`config.mk`:
```
export PLATFORM = sky130hd
export DESIGN_NAME = bcd_result_converter
export DESIGN_NICKNAME = d
export VERILOG_FILES = /design/src/rtl/bcd_pkg.sv /design/src/rtl/bcd_add3.sv /design/src/rtl/bcd_result_converter.sv
export SDC_FILE = /design/constraint.sdc
export NUM_CORES = 1
export LEC_CHECK = 0
export ABC_AREA = 1
export CORE_MARGIN = 2
export CORE_UTILIZATION = 54
export DETAILED_ROUTE_END_ITERATION = 12
export PLACE_DENSITY = 0.79
export SLEW_MARGIN = 10
export SYNTH_ARGS = -nofsm -noshare
export SYNTH_HDL_FRONTEND = slang
export SYNTH_HIERARCHICAL = 1
export SYNTH_SLANG_ARGS = --single-unit
```
`constraint.sdc`:
```
create_clock -name clk_i -period 1.4 [get_ports clk_i]
set_clock_uncertainty 0.1 [all_clocks]
set_input_delay 0.21 -clock clk_i [delete_from_list [all_inputs] [get_ports clk_i]]
set_output_delay 0.21 -clock clk_i [all_outputs]
set_load 0.01 [all_outputs]
```
`src/rtl/bcd_pkg.sv`:
```
// Shared constants and FSM state type for the binary-to-BCD result converter.
package bcd_pkg;

    localparam int IN_W_DEF   = 14;
    localparam int DIGITS_DEF = 5;
    localparam int NIB_W      = 4;

    typedef enum logic {
        IDLE    = 1'b0,
        CONVERT = 1'b1
    } state_e;

endpackage

```
`src/rtl/bcd_add3.sv`:
```
// Single-nibble double-dabble adjust: values of 5 or more get +3 before the shift.
module bcd_add3
    import bcd_pkg::*;
(
    input  logic [NIB_W-1:0] nib_i,
    output logic [NIB_W-1:0] nib_o
);

    // Inputs never exceed 9, so the sum stays within the nibble.
    assign nib_o = (nib_i >= 4'd5) ? nib_i + 4'd3 : nib_i;

endmodule

```
`src/rtl/bcd_result_converter.sv`:
```
// Sequential binary-to-BCD converter (one bit per clock) feeding the display driver.
// Optional leading-zero blank mask enabled by defining BCD_LEADING_ZERO_BLANK_EN.
module bcd_result_converter
    import bcd_pkg::*;
#(
    parameter int IN_W   = IN_W_DEF,
    parameter int DIGITS = DIGITS_DEF
) (
    input  logic                      clk_i,
    input  logic                      reset_i,
    input  logic                      start_i,
    input  logic [IN_W-1:0]           result_i,
    input  logic                      sign_i,
    input  logic                      zflag_i,
    output logic [NIB_W*DIGITS-1:0]   bcd_o,
    output logic                      sign_out_o,
    output logic                      zero_out_o,
    output logic [DIGITS-1:0]         blank_o,
    output logic                      busy_o,
    output logic                      done_o
);

    localparam int BCD_W = NIB_W * DIGITS;
    localparam int SR_W  = BCD_W + IN_W;
    localparam int CNT_W = $clog2(IN_W + 1);

    state_e             state_q;
    logic [CNT_W-1:0]   cnt_q;
    logic [SR_W-1:0]    sr_q;
    logic               sign_cap_q;
    logic               zflag_cap_q;
    logic [BCD_W-1:0]   bcd_q;
    logic               sign_out_q;
    logic               zero_out_q;
    logic               busy_q;
    logic               done_q;

    logic [BCD_W-1:0]   adj;
    logic [SR_W-1:0]    sr_pre;
    logic [SR_W-1:0]    sr_d;
    logic [BCD_W-1:0]   bcd_d;
    logic               last_iter;
    logic               load_out;

    for (genvar g = 0; g < DIGITS; g++) begin : g_add3
        bcd_add3 u_add3 (
            .nib_i (sr_q[IN_W + NIB_W*g +: NIB_W]),
            .nib_o (adj[NIB_W*g +: NIB_W])
        );
    end

    // Adjust the BCD field, then shift the whole {BCD, binary} register left by one.
    assign sr_pre    = {adj, sr_q[IN_W-1:0]};
    assign sr_d      = sr_pre << 1;
    assign bcd_d     = sr_d[SR_W-1:IN_W];
    assign last_iter = (cnt_q == CNT_W'(IN_W - 1));
    assign load_out  = (state_q == CONVERT) && last_iter;

    always_ff @(posedge clk_i) begin
        if (reset_i) begin
            state_q     <= IDLE;
            cnt_q       <= '0;
            sr_q        <= '0;
            sign_cap_q  <= 1'b0;
            zflag_cap_q <= 1'b0;
            bcd_q       <= '0;
            sign_out_q  <= 1'b0;
            zero_out_q  <= 1'b0;
            busy_q      <= 1'b0;
            done_q      <= 1'b0;
        end else begin
            done_q <= 1'b0;
            case (state_q)
                IDLE: begin
                    if (start_i) begin
                        sr_q        <= {{BCD_W{1'b0}}, result_i};
                        sign_cap_q  <= sign_i;
                        zflag_cap_q <= zflag_i;
                        cnt_q       <= '0;
                        busy_q      <= 1'b1;
                        state_q     <= CONVERT;
                    end
                end
                CONVERT: begin
                    sr_q  <= sr_d;
                    cnt_q <= cnt_q + CNT_W'(1);
                    if (last_iter) begin
                        bcd_q      <= bcd_d;
                        zero_out_q <= zflag_cap_q;
                        // A zero product never displays as negative.
                        sign_out_q <= sign_cap_q & ~zflag_cap_q;
                        busy_q     <= 1'b0;
                        done_q     <= 1'b1;
                        state_q    <= IDLE;
                    end
                end
                default: state_q <= IDLE;
            endcase
        end
    end

`ifdef BCD_LEADING_ZERO_BLANK_EN
    logic [DIGITS-1:0] blank_d;
    logic [DIGITS-1:0] blank_q;

    // Digit i is blank when it and every digit above it are zero; the ones digit always shows.
    always_comb begin
        blank_d = '0;
        for (int i = 1; i < DIGITS; i++) begin
            blank_d[i] = ((bcd_d >> (NIB_W*i)) == '0);
        end
    end

    always_ff @(posedge clk_i) begin
        if (reset_i) begin
            blank_q <= '0;
        end else if (load_out) begin
            blank_q <= blank_d;
        end
    end

    assign blank_o = blank_q;
`else
    assign blank_o = '0;
`endif

    assign bcd_o      = bcd_q;
    assign sign_out_o = sign_out_q;
    assign zero_out_o = zero_out_q;
    assign busy_o     = busy_q;
    assign done_o     = done_q;

endmodule

```
After elaboration in Yosys (flattened, before gate mapping)
Index checks and enable logic that the tools add are counted.
{"block": "totals", "ff_bits": 65, "inputBits": 19, "output_inout_bits": 29, "elab_cells": 47}
{"block": "op_classes", "addsub": 6, "order_cmp": 5, "eq_ne": 3, "muxes": 16, "bitwise_logic": 3, "n_reduce_logical": 4}
{"operator": "$pmux W34 S2", "n": 1}
{"operator": "$mux W34", "n": 1}
{"operator": "$ge A4 B3 Y1 const B", "n": 5}
{"operator": "$mux W4", "n": 5}
{"operator": "$add A4 B2 Y4 const B", "n": 4}
{"operator": "$pmux W4 S2", "n": 1}
{"operator": "$reduce_and A2 Y1", "n": 3}
{"operator": "$mux W1", "n": 5}
{"operator": "$add A4 B1 Y4 const B", "n": 1}
{"operator": "$eq A4 B4 Y1 const B", "n": 1}
{"operator": "$pmux W1 S2", "n": 2}
{"operator": "$add A3 B2 Y3 const B", "n": 1}
{"operator": "$mux W3", "n": 1}
{"operator": "$ne A2 B1 Y1 const B", "n": 1}
{"operator": "$ne A2 B2 Y1 const B", "n": 1}
{"operator": "$not A1 Y1", "n": 2}
{"operator": "$reduce_or A2 Y1", "n": 1}
{"operator": "$and A1 B1 Y1", "n": 1}

Logic depth before layout (Yosys ltp)
{"block": "logic_depth", "word_depth": 3, "mapped_depth": 9, "mapped_depth_nobuf": 9}

Cells and area by module
Netlist, hierarchy kept.
{"mod": "bcd_result_converter", "n_inst": 1, "cells_each": 346, "area_each_um2": 2685.1, "seq_area_each_um2": 1301.2}
{"mod": "bcd_add3", "n_inst": 5, "cells_each": 23, "area_each_um2": 135.1, "seq_area_each_um2": 0.0}

Worst setup path before layout
OpenSTA, ideal clock, no wires.
{"block": "synth_timing", "path_type": "register to register", "from": "register sr_q[26]", "to": "register sr_q[28]", "setup_time_ps": 71, "t_arrival_ps": 1144, "required_time_ps": 1229, "path_slack_ps": 85, "path_stages_with_launch": 8, "path_buffers": 0, "synth_period_minus_slack_ps": 1315, "cell_sequence": "dfxtp_1 > inv_1 > ha_1 > nor2_4 > nor2_4 > o21ai_2 > nand2_1 > a21oi_1"}
{"block": "synth_between", "elab_chain_cells": 3, "word_cells_on_any_way": 4, "cone_classes": "add/sub (1); order compare (1); mux (2)"}
{"item": "start: declaration", "line_no": "bcd_result_converter.sv:29", "text": "logic [SR_W-1:0] sr_q;"}
{"item": "start signal: assignment", "line_no": "bcd_result_converter.sv:76", "text": "sr_q <= {{BCD_W{1'b0}}, result_i};"}
{"item": "start signal: assignment", "line_no": "bcd_result_converter.sv:85", "text": "sr_q <= sr_d;"}
{"item": "$add A4 B2 Y4 / $ge A4 B3 Y1 (equally long branches)", "line_no": "bcd_add3.sv:10", "text": "assign nib_o = (nib_i >= 4'd5) ? nib_i + 4'd3 : nib_i;"}
{"item": "$mux W4 (*)", "line_no": "bcd_add3.sv:10"}
{"item": "net adj[13]", "line_no": "bcd_result_converter.sv:38", "text": "logic [BCD_W-1:0] adj;"}
{"item": "$pmux W34 S2 (*)", "line_no": "bcd_result_converter.sv:73", "text": "case (state_q)"}
Mark *: on every way through the listed nets, which the timed path passes. The rest lies on a longest branch.
A chain may end at the register's enable or synchronous reset.

Worst setup path in the final report
{"block": "layout_timing", "from": "register sr_q[22]", "to": "register sr_q[23]"}
Same word-level chain as after synthesis.

==> out/qor.csv <==
metric,value,unit
finalSetupViolCount,8,
wire_length_of_the_first_global_routing_pass,12100,um
cts_htree_levels,3,
grt_antenna_before_repair,0,
insertion_delay,0.35,ns
power_switching,0.929,mW
power.internal,2.75,mW
die-width,82.6,um
fin_crit_sh,103,%
drtIter0Drc,189,
worst-endpoint-required,1.53,ns
violated_checks,negative setup slack,
leakage,1.93,nW
share_comb_of_total_power,9.2,%
outcome,"finished, violations left",
cts_buffers,9,
rsz0062_at_grt,yes,
area_delta_synth_final,31.1,%
fp.dieArea,6820,um2
min_from,bcd_o[15],
vias,3206,
power.share.sequential,51.7,%
cts_hold_buffers,0,
rows,28,
final_hold_viol_count,0,
grt_usage,23.0,%
final_net_count,547,
firstDrtPassIters,4,
crit_path_start,sr_q[22],
post_drt_via_cell_ratio,5.38,
postPlaceCellArea,3900,um2
clkSinkCount,65,
worst-path-max-fanout,2,
crit_path_top_delay_cell,sky130_fd_sc_hd__dfxtp_2,
timing.critical_path.to_type,register,
finish.instance_area,4370,um2
diode_insertion_count_for_antenna_repair,0,
period_needed,1.44,ns
switching_share,25.3,%
port_buffer_count,42,
cts_tree,yes,
cts_buffer_depth,2,
netlist_area,3330,um2
cap_violations,0,
power.clock.fraction,39.1,%
final_core_utilization,73.4,%
ioPinCount,48,
critPathKind,reg2reg,
hp-class,reg2reg,
worst_pin_slew,0.599,ns
timing.final.max_slew_violations,0,
detail_route.wl_per_cell,14.9,um
max_slew_margin,60.0,%
critical-path-max-stage-delay,0.33,ns
finalSetupTns,-0.154,ns
synth_instances,456,
pwr_cell_area,842,nW/um2
drive_above_1_share,29.2,%
antenna_violating_nets_post_route,0,
syn_area_per_cell,7.31,um2
cp-start-kind,register,
remaining_drc_errors,0,
most_common_cell_after_layout_fill_and_taps_aside,sky130_fd_sc_hd__nand2_1,
grt_max_degree,25,
path_cells,buf_6 -> ha_4 -> nand2_2 -> nand2_2 -> o21ai_0 -> nand2_2 -> nand2_1 -> a21oi_1,
global_route.overflow_total,0,
critical_path_arrival,1.57,ns
core-area,5960,um2
finalWorstSetupSlack,-0.0428,ns
dpl_hpwl,4940,um
final.fill_count,448,
grt_pass1_vias,2812,
finalHoldWorstSlack,0.358,ns
totalWireLength,8880,um
start_util,56.0,%
gp_routability_congestion,0.852,
max_freq,693,MHz
root_buffer,sky130_fd_sc_hd__clkbuf_8,
clk_pin_slew,0.07,ns
most_used_cells_in_the_layout_excluding_fill_and_tap_cells,"sky130_fd_sc_hd__nand2_1, sky130_fd_sc_hd__nand3_1, sky130_fd_sc_hd__dfxtp_1",
worst_ir_drop_vdd,0.773,mV
die-height,82.6,um
synth.yosys.warnings,6,
pre_cts_slack,-0.227,ns
reg2reg_from,sr_q[22],
cpMostUsedCell,sky130_fd_sc_hd__nand2_2,
[worst paths after layout]
kind,endpoint,slack [ns],cells after the start
worst min-delay path,bcd_o[15],0.36,2
worst min register to register,bcd_o[15],0.36,2
worst max-delay path,sr_q[23],-0.04,8
worst max register to register,sr_q[23],-0.04,8
[critical path, delay by kind of cell, from the launching register on]
kind,cells,cell delay [ns]
flip-flops,1,0.33
AO/OA/AOI/OAI,2,0.30
AND/OR/NAND/NOR,4,0.32
buffers and inverters,1,0.12
adder cells (fa/ha/maj),1,0.14
[registers in the layout, indices dropped and copies added (netlist names)]
signal / count
zero_out_o: 1
sign_cap_q: 1
zflag_cap_q: 1
bcd_o: 20
done_o: 1
cnt_q: 4
sr_q: 34
sign_out_o: 1
busy_o: 1
state_q: 1
[power by group through the flow]
stage | logic, mW | clock network [mW] | registers, mW
after global placement | 0.306 | 0 | 1.95
after global routing | 0.366 | 1.54 | 1.91
final | 0.338 | 1.44 | 1.90
after floorplan | 0.209 | 0 | 1.95
after CTS | 0.314 | 1.44 | 1.91
after detailed placement | 0.314 | 0 | 1.95
[timing repair]
action | 4_1_cts | 5_1_grt
pin swaps | 9 | 43
gates cloned | 0 | 4
endpoints found under the setup margin | 32 | 41
gates resized for setup | 35 | 69
setup buffers | 0 | 4
[metrics by stage]
step | total power, mW | instances
after detailed placement | 2.26 | 572
after floorplan | 2.16 | 460
after CTS | 3.66 | 588
after global placement | 2.25 | 572
final | 3.68 | 596
after global routing | 3.81 | 596
[cell type report]
cell class	count	area (um2)	area share, %
Multi-Input combinational cell	328	1900	43.5
Sequential cell	65	1330	30.3
Timing Repair Buffer	72	721	16.5
Clock buffer	13	159	3.64
Inverter	40	155	3.55
Tap cell	75	93.8	2.15
Clock inverter	3	15.0	0.344
[per-layer routing]
layer / up-vias / global-route usage (%) / part of all wire [%]
li1: 1563 / - / -
met4: 0 / 9.51 / 3.3
met3: 30 / 5.00 / 6.0
met5: - / 0 / 0
met2: 122 / 39.9 / 49
met1: 1491 / 27.4 / 42
Power figures use the tool's default switching activity.
